--- src/rtl/pll_reset_sequencer.sv ---
// Pixel-clock PLL bring-up sequencer: resets the PLL, qualifies LOCK and gates the system reset.
// Runs only on the board reference clock and recovers automatically from loss of lock.
`timescale 1ns/1ps
module pll_reset_sequencer #(
  parameter int unsigned RST_CYCLES   = 20,
  parameter int unsigned LOCK_TIMEOUT = 20000,
  parameter int unsigned LOCK_STABLE  = 2000,
  parameter int unsigned LOSS_FILTER  = 4,
  parameter int unsigned MAX_RETRIES  = 7
) (
  input  logic       REFERENCECLK,
  input  logic       RESET,
  input  logic       LOCK,
  input  logic       RETRY,
  output logic       PLL_RESETB,
  output logic       SYS_RESETN,
  output logic       FAULT,
  output logic [7:0] RELOCK_COUNT,
  output logic [2:0] STATE
);

  typedef enum logic [2:0] {
    ST_PLL_RST   = 3'd0,
    ST_WAIT_LOCK = 3'd1,
    ST_QUALIFY   = 3'd2,
    ST_RUN       = 3'd3,
    ST_FAULT     = 3'd4
  } state_t;

  localparam logic [15:0] RST_LAST    = 16'(RST_CYCLES - 1);
  localparam logic [15:0] TO_LAST     = 16'(LOCK_TIMEOUT - 1);
  // The WAIT_LOCK sample that enters QUALIFY is the first stable sample.
  localparam logic [15:0] QUAL_LAST   = 16'(LOCK_STABLE - 2);
  localparam logic [15:0] LOSS_LAST   = 16'(LOSS_FILTER - 1);
  localparam logic [15:0] RETRY_LIMIT = 16'(MAX_RETRIES);

  state_t      state;
  logic [1:0]  sync;
  logic [15:0] cnt;
  logic [15:0] retries;
  logic        lock_s;

  assign lock_s = sync[1];
  assign STATE  = state;

  always_ff @(posedge REFERENCECLK or negedge RESET) begin
    if (!RESET) begin
      sync         <= '0;
      state        <= ST_PLL_RST;
      cnt          <= '0;
      retries      <= '0;
      PLL_RESETB   <= 1'b0;
      SYS_RESETN   <= 1'b0;
      FAULT        <= 1'b0;
      RELOCK_COUNT <= '0;
    end else begin
      sync <= {sync[0], LOCK};
      unique case (state)
        ST_PLL_RST: begin
          if (cnt == RST_LAST) begin
            state      <= ST_WAIT_LOCK;
            cnt        <= '0;
            PLL_RESETB <= 1'b1;
          end else begin
            cnt <= cnt + 16'd1;
          end
        end
        ST_WAIT_LOCK: begin
          if (lock_s) begin
            cnt <= '0;
            if (LOCK_STABLE == 1) begin
              state      <= ST_RUN;
              SYS_RESETN <= 1'b1;
              retries    <= '0;
            end else begin
              state <= ST_QUALIFY;
            end
          end else if (cnt == TO_LAST) begin
            cnt        <= '0;
            retries    <= retries + 16'd1;
            PLL_RESETB <= 1'b0;
            if (retries + 16'd1 == RETRY_LIMIT) begin
              state <= ST_FAULT;
              FAULT <= 1'b1;
            end else begin
              state <= ST_PLL_RST;
            end
          end else begin
            cnt <= cnt + 16'd1;
          end
        end
        ST_QUALIFY: begin
          if (!lock_s) begin
            state <= ST_WAIT_LOCK;
            cnt   <= '0;
          end else if (cnt == QUAL_LAST) begin
            state      <= ST_RUN;
            cnt        <= '0;
            SYS_RESETN <= 1'b1;
            retries    <= '0;
          end else begin
            cnt <= cnt + 16'd1;
          end
        end
        ST_RUN: begin
          if (lock_s) begin
            cnt <= '0;
          end else if (cnt == LOSS_LAST) begin
            state      <= ST_PLL_RST;
            cnt        <= '0;
            retries    <= '0;
            PLL_RESETB <= 1'b0;
            SYS_RESETN <= 1'b0;
            if (RELOCK_COUNT != 8'hFF) RELOCK_COUNT <= RELOCK_COUNT + 8'd1;
          end else begin
            cnt <= cnt + 16'd1;
          end
        end
        ST_FAULT: begin
          if (RETRY) begin
            state   <= ST_PLL_RST;
            cnt     <= '0;
            retries <= '0;
            FAULT   <= 1'b0;
          end
        end
        default: begin
          state      <= ST_PLL_RST;
          cnt        <= '0;
          PLL_RESETB <= 1'b0;
          SYS_RESETN <= 1'b0;
          FAULT      <= 1'b0;
        end
      endcase
    end
  end

endmodule

--- config.mk ---
export PLATFORM = sky130hd
export DESIGN_NAME = pll_reset_sequencer
export DESIGN_NICKNAME = d
export VERILOG_FILES = /design/src/rtl/pll_reset_sequencer.sv
export SDC_FILE = /design/constraint.sdc
export NUM_CORES = 1
export LEC_CHECK = 0
export CORE_MARGIN = 5
export CORE_UTILIZATION = 30
export CTS_CLUSTER_SIZE = 40
export DETAILED_ROUTE_END_ITERATION = 16
export PLACE_DENSITY = 0.52
export RECOVER_POWER = 25
export SYNTH_ARGS = -nofsm -noshare
export SYNTH_HDL_FRONTEND = slang
export SYNTH_SLANG_ARGS = --single-unit
--- constraint.sdc ---
create_clock -name REFERENCECLK -period 2.2 [get_ports REFERENCECLK]
set_input_delay 0.33 -clock REFERENCECLK [delete_from_list [all_inputs] [get_ports REFERENCECLK]]
set_output_delay 0.33 -clock REFERENCECLK [all_outputs]
set_load 0.01 [all_outputs]
; ---- Word-level counts from Yosys, hierarchy flattened
; Cells that the tools add are included.
[totals]
out_inout_bits = 14
register_bits = 48
elab_cells = 87
in_bits = 4
[op_classes]
n_eq_ne = 21
n_bitwise = 4
reduce_logical = 11
n_addsub = 3
mux = 40
[op_table]
columns = op, n
row1 = $mux W16, 14
row2 = $pmux W16 S5, 1
row3 = $pmux W16 S4, 1
row4 = $add A16 B1 Y16 const B, 2
row5 = $mux W3, 9
row6 = $ne A2 B2 Y1 const B, 9
row7 = $eq A16 B11 Y1 const B, 1
row8 = $eq A16 B15 Y1 const B, 1
row9 = $eq A16 B2 Y1 const B, 1
row10 = $eq A16 B3 Y1 const B, 1
row11 = $eq A16 B5 Y1 const B, 1
row12 = $pmux W3 S5, 1
row13 = $reduce_and A6 Y1, 2
row14 = $mux W1, 11
row15 = $reduce_and A5 Y1, 2
row16 = $add A8 B1 Y8 const B, 1
row17 = $ne A8 B8 Y1 const B, 1
row18 = $reduce_and A8 Y1, 1
row19 = $eq A3 B2 Y1 const B, 2
row20 = $ne A3 B3 Y1 const B, 2
row21 = $pmux W1 S3, 2
row22 = $reduce_or A3 Y1, 2
row23 = $not A1 Y1, 4
row24 = $pmux W1 S4, 1
row25 = other kinds (6), 6

; ---- Logic depth before layout (Yosys ltp)
; Gate-level depths: netlist of the first run.
[depth]
depth_word = 6
depth_mapped = 9
mapped_depth_nobuf = 8

; ---- Worst setup path before layout of the first run
; No wires, ideal clock.
[synth_timing]
path_kind = register -> register
startpoint = register cnt[5]
endpoint = register cnt[8]
n_path_buf = 1
setup_slack_ps = -158
period_less_slack_ps = 2358
setup_ps = 121
arrival_ps = 2237
required_time_ps = 2079
stages_incl_launch_ff = 8
path_cell_list = dfrtp_1 -> or4_4 -> or4_4 -> nand3_2 -> nand4_4 -> buf_6 -> a21o_1 -> a22o_1
[synth_via]
elab_chain_len = 4
elab_cells_between_ends = 13
classes_between = add/sub (1) / eq/ne (4) / mux (8)
[synth_rtl]
columns = item, line_no
row1 = start: declaration, 39  ; logic [15:0] cnt;
row2 = start signal: assignment, 65  ; cnt <= cnt + 16'd1;
row3 = start signal: assignment, 89  ; cnt <= cnt + 16'd1;
row4 = start signal: assignment, 102  ; cnt <= cnt + 16'd1;
row5 = "$add A16 B1 Y16, or another cell as far along", -
row6 = $mux W16 (on tied branches), "108, 78, 96"
row7 = $mux W16 (on tied branches), "106, 69, 93"
row8 = $pmux W16 S5 *, 58  ; unique case (state)
; Mark *: on every way between the ends. The rest lies on a longest branch, timed or not.
; A chain may end at the register's enable or synchronous reset.

; ---- Worst setup path in the final report of the first run
[layout_timing]
startpoint = register cnt[13]
endpoint = register cnt[10]
[layout_via]
elab_chain_len = 4
elab_cells_between_ends = 12
classes_between = eq/ne (4) / mux (8)
[layout_rtl]
columns = item, line_no
row1 = "$eq A16 B2 Y1, or another cell as far along", 108  ; end else if (cnt == LOSS_LAST) begin
row2 = $mux W16 (on tied branches), "108, 78, 96"
row3 = $mux W16 (on tied branches), "106, 69, 93"
row4 = $pmux W16 S5 *, 58
; Marks and branches as above.

==> impl_metrics.csv, run 1 <==
group,metric,value,unit
status,status,"complete, but fails checks",
status,violations_in_the_final_reports,"setup timing",
placement,postPlaceCellArea,0.003542,mm^2
placement,dp_hpwl,5.763,mm
timing,report.final.setup_viol,34,
yosys,synth_top_family_by_area,"simple AND/OR/NAND/NOR gates",
timing,unrepaired_setup_endpoints_after_global_routing,"true",
yosys,syn-num-nets,331,
hold_path,timing.hold.worst.class,"flop to flop",
hold_path,hold-path-cell-count,0,
yosys,synthXorXnorAreaFrac,0.04601,
yosys,synth.yosys.warnings,0,
floorplanning,std_cell_rows,35,
clock_network,tritoncts.num_buffers,5,
yosys,synth_cells,322,
timing,final.setup_skew,12.32,ps
yosys,post_synth_fa_ha_maj_area_fraction,0.02191,
yosys,syn_area,0.002855,mm^2
layout,share_of_layout_cells_above_drive_strength_1,0.3061,
detailed_routing,detailroute.via_count,2770,
yosys,synth-seq-cells,48,
clock_network,clk_path_buf_depth,2,
clock_network,cts_tree,"done",
yosys,synth.avg_cell_area,8.867,um^2
detailed_routing,routedWlPerCell,15.65,um
layout,finalInstanceArea,0.003950,mm^2
detailed_routing,route.detailed.drc,0,
worst_setup_path,ff2ff_path_depth,6,
placement,dpl_worst_slack,-148.7,ps
timing,finalWorstSetupSlack,-147.7,ps
worst_setup_path,worst_ep_required_time,2410,ps
grt,vias_in_the_first_global_route,2710,
clock_network,clockRootBuffer,"sky130_fd_sc_hd__clkbuf_8",
grt,grt_pass1_wl,13.34,mm
detailed_routing,1st_pass_router_iterations,4,
yosys,synth_area_leader_cell,"sky130_fd_sc_hd__dfrtp_1",
yosys,post_synthesis_simple_gate_area_fraction,0.2673,
worst_setup_path,worst-setup-path-type,"flop to flop",
layout,area_overhead_of_the_layout_relative_to_synthesis,38.34,%
yosys,cell_types_occupying_the_most_area_after_synthesis,"sky130_fd_sc_hd__dfrtp_1, sky130_fd_sc_hd__a31oi_1, sky130_fd_sc_hd__a21oi_1, sky130_fd_sc_hd__nand2_1, sky130_fd_sc_hd__nand3_1",
placement,port_buffers,17,
floorplanning,chipHeight,107.6,um
timing,tns,-2763,ps
timing,max_slew_margin,0.1615,
placement,dpl.cell_count,508,
floorplanning,area_of_the_placeable_core,0.009240,mm^2
hold_path,hp-start,"sync[0]$_DFF_PN0_",
flow_run,cap_viol_max_count,0,
layout,final-instance-count-excl-fill,521,
layout,num_antenna_cells,0,
floorplanning,design.portCount,18,
worst_setup_path,critical_path.endpoint_type,"flop",
floorplanning,floorplan.die_area,0.01157,mm^2
clock_network,clk_latency,310,ps
grt,number_of_antenna_violations_at_the_first_check_in_global_routing,0,
layout,n_fill_cell,894,
layout,finish.net_count,400,
grt,maximum_number_of_pins_on_one_net_before_global_route_repair,30,
pwr,max-vdd-ir-drop,0.4670,mV
floorplanning,effective_utilization_at_floorplan,0.3090,
clock_network,tritoncts_num_sinks,48,
yosys,synth_top_area_share,0.4207,
worst_setup_path,timing.critical_path.fanout_max,6,
pwr,cellPowerDensity,1052,mW/mm^2
clock_network,path_clk_slew,100,ps
timing,layout_worst_path_cycle_share,1.067,
yosys,fraction_of_the_mapped_netlist_area_in_compound_gates,0.1858,
detailed_routing,routed_via_density,5.317,
grt,gr-usage-all-layers,0.1427,
timing,finalWorstPathRequiredPeriod,2348,ps
detailed_routing,detail_route.wirelength,8.156,mm
detailed_routing,drtIter0Drc,120,
floorplanning,die_x,107.6,um
timing,worst_slew_pin_slew,1258,ps
grt,globalRouteOverflowTotal,0,
worst_setup_path,crit-reg2reg-launch,"cnt[13]$_DFFE_PN0N_",
timing,finalMaxSlewViolations,0,
pwr,static-leakage-power,1.651,nW
worst_setup_path,setup.worst_path.start_class,"flop",
detailed_routing,route.antenna.remaining_nets,0,
yosys,synth_unique_cells,46,
yosys,yosys-mux-area-fraction,0.01972,
clock_network,cts_max_level,2,
pwr,post-layout-total-power,0.004157,W
worst_setup_path,critPathArrivalTime,2560,ps
timing,peak_freq,426.0,MHz
timing,timing.final.hold_violations,0,
placement,final_wtd_congestion,0.9150,
worst_setup_path,setup.worst_path.start,"cnt[13]$_DFFE_PN0N_",
yosys,synth-seq-area-share,0.4207,
-- state kept, by name, indices dropped and copies added (netlist names) --
signal / flops
cnt: 16
retries: 16
RELOCK_COUNT: 8
STATE: 3
sync: 2
FAULT: 1
PLL_RESETB: 1
SYS_RESETN: 1
-- cell families (layout without fill, tap and decap cells) --
| family | Yosys count | count (layout) |
|---|---|---|
| simple gates | 139 | 140 |
| compound gates | 84 | 84 |
| flops | 48 | 48 |
| buf+inv | 26 | 95 |
| xor+xnor | 15 | 15 |
| fa+ha+maj | 5 | 5 |
| mux | 5 | 5 |
-- per-stage QoR --
stage	util	hold WS (ps)
CTS	0.4033	358.3
floorplan	-	34.41
finish	0.4275	355.5
global route	0.4275	373.4
global placement	0.3833	332.2
detailed placement	0.3833	335.8
-- routing by layer --
layer	global-route usage	vias up	part of all wire
met3	0.02939	7	0.038
met5	0	-	0
met1	0.1965	1364	0.49
met2	0.2265	56	0.47
met4	0.04058	0	0.0090
li1	-	1343	-
-- power breakdown --
part	switching (W)	internal, W
combinational	0.00117	0.00109
clock	0.000336	0.000256
sequential	0.000245	0.00106
total	0.00175	0.00241
-- Yosys cell counts (all sizes together) --
master / instances
or3: 1
nor3: 11
a31oi: 19
and3: 9
nor2b: 1
o21a: 3
ha: 5
o2bb2ai: 1
or4b: 1
o31ai: 4
dfrtp: 48
a41oi: 2
mux2: 5
or2: 2
xor2: 5
nand2b: 7
nor4b: 3
a22o: 1
a21oi: 23
o21ai: 15
or4: 2
and4: 5
o211ai: 5
a211o: 1
nand2: 30
a21o: 6
o31a: 1
nand4: 12
a32o: 2
nor4: 9
and2: 2
a221o: 1
buf: 4
nand3: 22
nor2: 22
xnor2: 10
clkbuf: 11
inv: 11
-- path summary, 6_finish.rpt --
path                       slack [ps]                      end
max                              -150      cnt[10]$_DFFE_PN0N_
min                               360        sync[1]$_DFF_PN0_
min in group asynchronous         790  retries[12]$_DFFE_PN0P_
min reg2reg                       360        sync[1]$_DFF_PN0_
max reg2reg                      -150      cnt[10]$_DFFE_PN0N_
max in group asynchronous         630        sync[1]$_DFF_PN0_
-- final cells by class --
cell class | count | area, um^2 | share of cell area
clock inverter | 2 | 15.01 | 0.003801
tap | 129 | 161.4 | 0.04086
sequential | 48 | 1201 | 0.3041
timing repair buffer | 76 | 661.9 | 0.1676
clock buffer | 6 | 82.58 | 0.02091
inverter | 11 | 46.29 | 0.01172
multi-input combinational | 249 | 1782 | 0.4511
-- placed cells by master, fill, tap and decap left out, drive strengths merged, types with 2 or more instances in the layout --
cell / synthesis / routed
dlygate4sd3: 0 / 2
nor4b: 3 / 3
nor3: 11 / 11
nor2: 22 / 22
a21oi: 23 / 23
clkdlybuf4s50: 0 / 15
xnor2: 10 / 10
clkbuf: 11 / 8
nor4: 9 / 9
nand3: 22 / 23
and4: 5 / 5
inv: 11 / 11
or2: 2 / 2
and3: 9 / 9
o211ai: 5 / 5
xor2: 5 / 5
o21ai: 15 / 15
a41oi: 2 / 2
ha: 5 / 5
and2: 2 / 2
o31ai: 4 / 4
nand4: 12 / 12
or4: 2 / 2
a32o: 2 / 2
dfrtp: 48 / 48
mux2: 5 / 5
clkinvlp: 0 / 2
a21o: 6 / 6
o21a: 3 / 3
buf: 4 / 57
a31oi: 19 / 19
nand2: 30 / 30
nand2b: 7 / 7
-- critical path, cell delays in order, from the launching register on --
cell and delay (ps):
sky130_fd_sc_hd__dfrtp_1 390, sky130_fd_sc_hd__or4b_1 530, sky130_fd_sc_hd__or4_4 600, sky130_fd_sc_hd__nand3_4 120
sky130_fd_sc_hd__nand4_4 150, sky130_fd_sc_hd__and3_4 200, sky130_fd_sc_hd__a221o_1 250
-- timing repair --
item,4_1_cts,5_1_grt
resized for setup,17,45
gates cloned,0,2
buffers inserted,0,2
hold endpoints to repair,3,0
endpoints found under the setup margin,36,44
hold buffers,1,0
pin swaps,10,18
No activity file was read; power rests on OpenSTA's default activity.
==> inputs of run 2 (changes only) <==
CORE_MARGIN = 1   (was 5)
DONT_BUFFER_PORTS = 1   (was unset)
PLACE_DENSITY = 0.49   (was 0.52)
==> impl_metrics.csv, run 2 (synthesis results as in run 1) <==
group,metric,value,unit
worst_setup_path,critPathArrivalTime,2470,ps
status,status,"complete, but fails checks",
grt,gr-usage-all-layers,0.1613,
worst_setup_path,setup.worst_path.start_class,"flop",
worst_setup_path,critical_path.endpoint_type,"flop",
clock_network,cts_tree,"done",
hold_path,timing.hold.worst.class,"primary input to flop",
detailed_routing,detail_route.wirelength.met1,3.698,mm
pwr,post-layout-total-power,0.003916,W
timing,tns,-1031,ps
timing,finalWorstSetupSlack,-90.84,ps
timing,finalWorstPathRequiredPeriod,2291,ps
clock_network,tritoncts_num_sinks,48,
worst_setup_path,timing.critical_path.fanout_max,6,
pwr,static-leakage-power,1.596,nW
clock_network,cts_max_level,2,
detailed_routing,wl_met2,3.645,mm
floorplanning,area_of_the_placeable_core,0.009240,mm^2
pwr,max-vdd-ir-drop,0.4307,mV
layout,layout_common_cells,"sky130_fd_sc_hd__buf_4, sky130_fd_sc_hd__dfrtp_1, sky130_fd_sc_hd__nand2_1",
layout,final_common_cell,"sky130_fd_sc_hd__buf_4",
pwr,cellPowerDensity,1045,mW/mm^2
placement,final_wtd_congestion,0.8510,
floorplanning,die_x,99.56,um
layout,finish.net_count,385,
detailed_routing,routed_via_density,5.318,
detailed_routing,1st_pass_router_iterations,4,
worst_setup_path,worst-setup-path-type,"flop to flop",
clock_network,clk_latency,310,ps
clock_network,clockRootBuffer,"sky130_fd_sc_hd__clkbuf_8",
detailed_routing,met3_length,303,um
status,violations_in_the_final_reports,"setup timing",
grt,vias_in_the_first_global_route,2524,
detailed_routing,routedWlPerCell,15.20,um
floorplanning,chipHeight,99.56,um
layout,largest_registers,"cnt x16, retries x16, RELOCK_COUNT x8",
timing,report.final.setup_viol,25,
worst_setup_path,worst_ep_required_time,2380,ps
timing,final.setup_skew,20.00,ps
floorplanning,effective_utilization_at_floorplan,0.3090,
layout,share_of_layout_cells_above_drive_strength_1,0.3050,
timing,timing.final.hold_violations,0,
placement,port_buffers,0,
timing,max_slew_margin,0.1557,
clock_network,path_clk_slew,100,ps
detailed_routing,route.top_layer_used,"met4",
timing,peak_freq,436.5,MHz
detailed_routing,drtIter0Drc,98,
grt,grt_pass1_wl,12.65,mm
clock_network,clk_path_buf_depth,2,
detailed_routing,route.detailed.drc,0,
grt,maximum_number_of_pins_on_one_net_before_global_route_repair,49,
layout,num_antenna_cells,0,
layout,finalInstanceArea,0.003749,mm^2
placement,dp_hpwl,5.587,mm
floorplanning,floorplan.die_area,0.009911,mm^2
flow_run,cap_viol_max_count,0,
placement,dpl_worst_slack,-126.6,ps
timing,layout_worst_path_cycle_share,1.041,
grt,globalRouteOverflowTotal,0,
layout,final-instance-count-excl-fill,506,
detailed_routing,detail_route.wirelength,7.690,mm
placement,dpl.cell_count,492,
timing,worst_slew_pin_slew,1266,ps
floorplanning,design.portCount,18,
floorplanning,std_cell_rows,35,
grt,number_of_antenna_violations_at_the_first_check_in_global_routing,0,
clock_network,tritoncts.num_buffers,5,
detailed_routing,detailroute.via_count,2691,
timing,unrepaired_setup_endpoints_after_global_routing,"true",
timing,finalMaxSlewViolations,0,
detailed_routing,route.antenna.remaining_nets,0,
placement,postPlaceCellArea,0.003372,mm^2
layout,area_overhead_of_the_layout_relative_to_synthesis,31.29,%
==> run 2: repair_timing <==
item / CTS / global route
endpoints found under the hold margin: 48 / 0
resized for setup: 21 / 28
cloned: 0 / 0
setup buffers: 4 / 0
setup endpoints to repair: 36 / 44
pin swaps: 8 / 17
hold buffers: 2 / 0
==> run 2: per-layer routing <==
layer | vias to the layer above | global-route usage
li1 | 1314 | -
met1 | 1319 | 0.2244
met2 | 54 | 0.2612
met3 | 4 | 0.03233
met4 | 0 | 0.03054
met5 | - | 0
==> run 2: power breakdown <==
part / switching (W) / internal [W] / total (W)
clock network: 0.000331 / 0.000227 / 0.000558
logic: 0.00112 / 0.000956 / 0.00207
registers: 0.000223 / 0.00106 / 0.00128
==> run 2: layout make-up <==
type | instances | area (um^2)
Fill cell | 925 | 5492
Clock inverter | 3 | 21.27
Clock buffer | 5 | 68.82
Inverter | 11 | 46.29
Multi-Input combinational cell | 248 | 1767
Tap cell | 129 | 161.4
Sequential cell | 48 | 1204
Timing Repair Buffer | 62 | 480.5
==> run 2: worst max-delay path, stage by stage (launching register included) <==
cell and delay [ps]:
sky130_fd_sc_hd__dfrtp_1 390, sky130_fd_sc_hd__or4_4 550, sky130_fd_sc_hd__or4_4 580, sky130_fd_sc_hd__nand3_4 100
sky130_fd_sc_hd__nand4_4 130, sky130_fd_sc_hd__and3_4 190, sky130_fd_sc_hd__a221o_1 250
==> run 2: worst paths after layout <==
check	from	to	slack, ps	cells past startpoint
worst max-delay path	cnt[11]$_DFFE_PN0N_	cnt[10]$_DFFE_PN0N_	-90	6
worst min-delay path	LOCK	sync[0]$_DFF_PN0_	40	0
worst max register to register	cnt[11]$_DFFE_PN0N_	cnt[10]$_DFFE_PN0N_	-90	6
worst min register to register	sync[0]$_DFF_PN0_	sync[1]$_DFF_PN0_	360	0
max in group asynchronous	RESET	retries[11]$_DFFE_PN0P_	530	2
min in group asynchronous	RESET	retries[3]$_DFFE_PN0P_	830	2
==> run 2: metrics by stage <==
stage	util	hold slack [ps]
after global placement	0.3649	35.80
after floorplan	-	34.41
after detailed placement	0.3649	35.71
final	0.4057	40.29
after global routing	0.4057	14.29
after CTS	0.3913	28.24
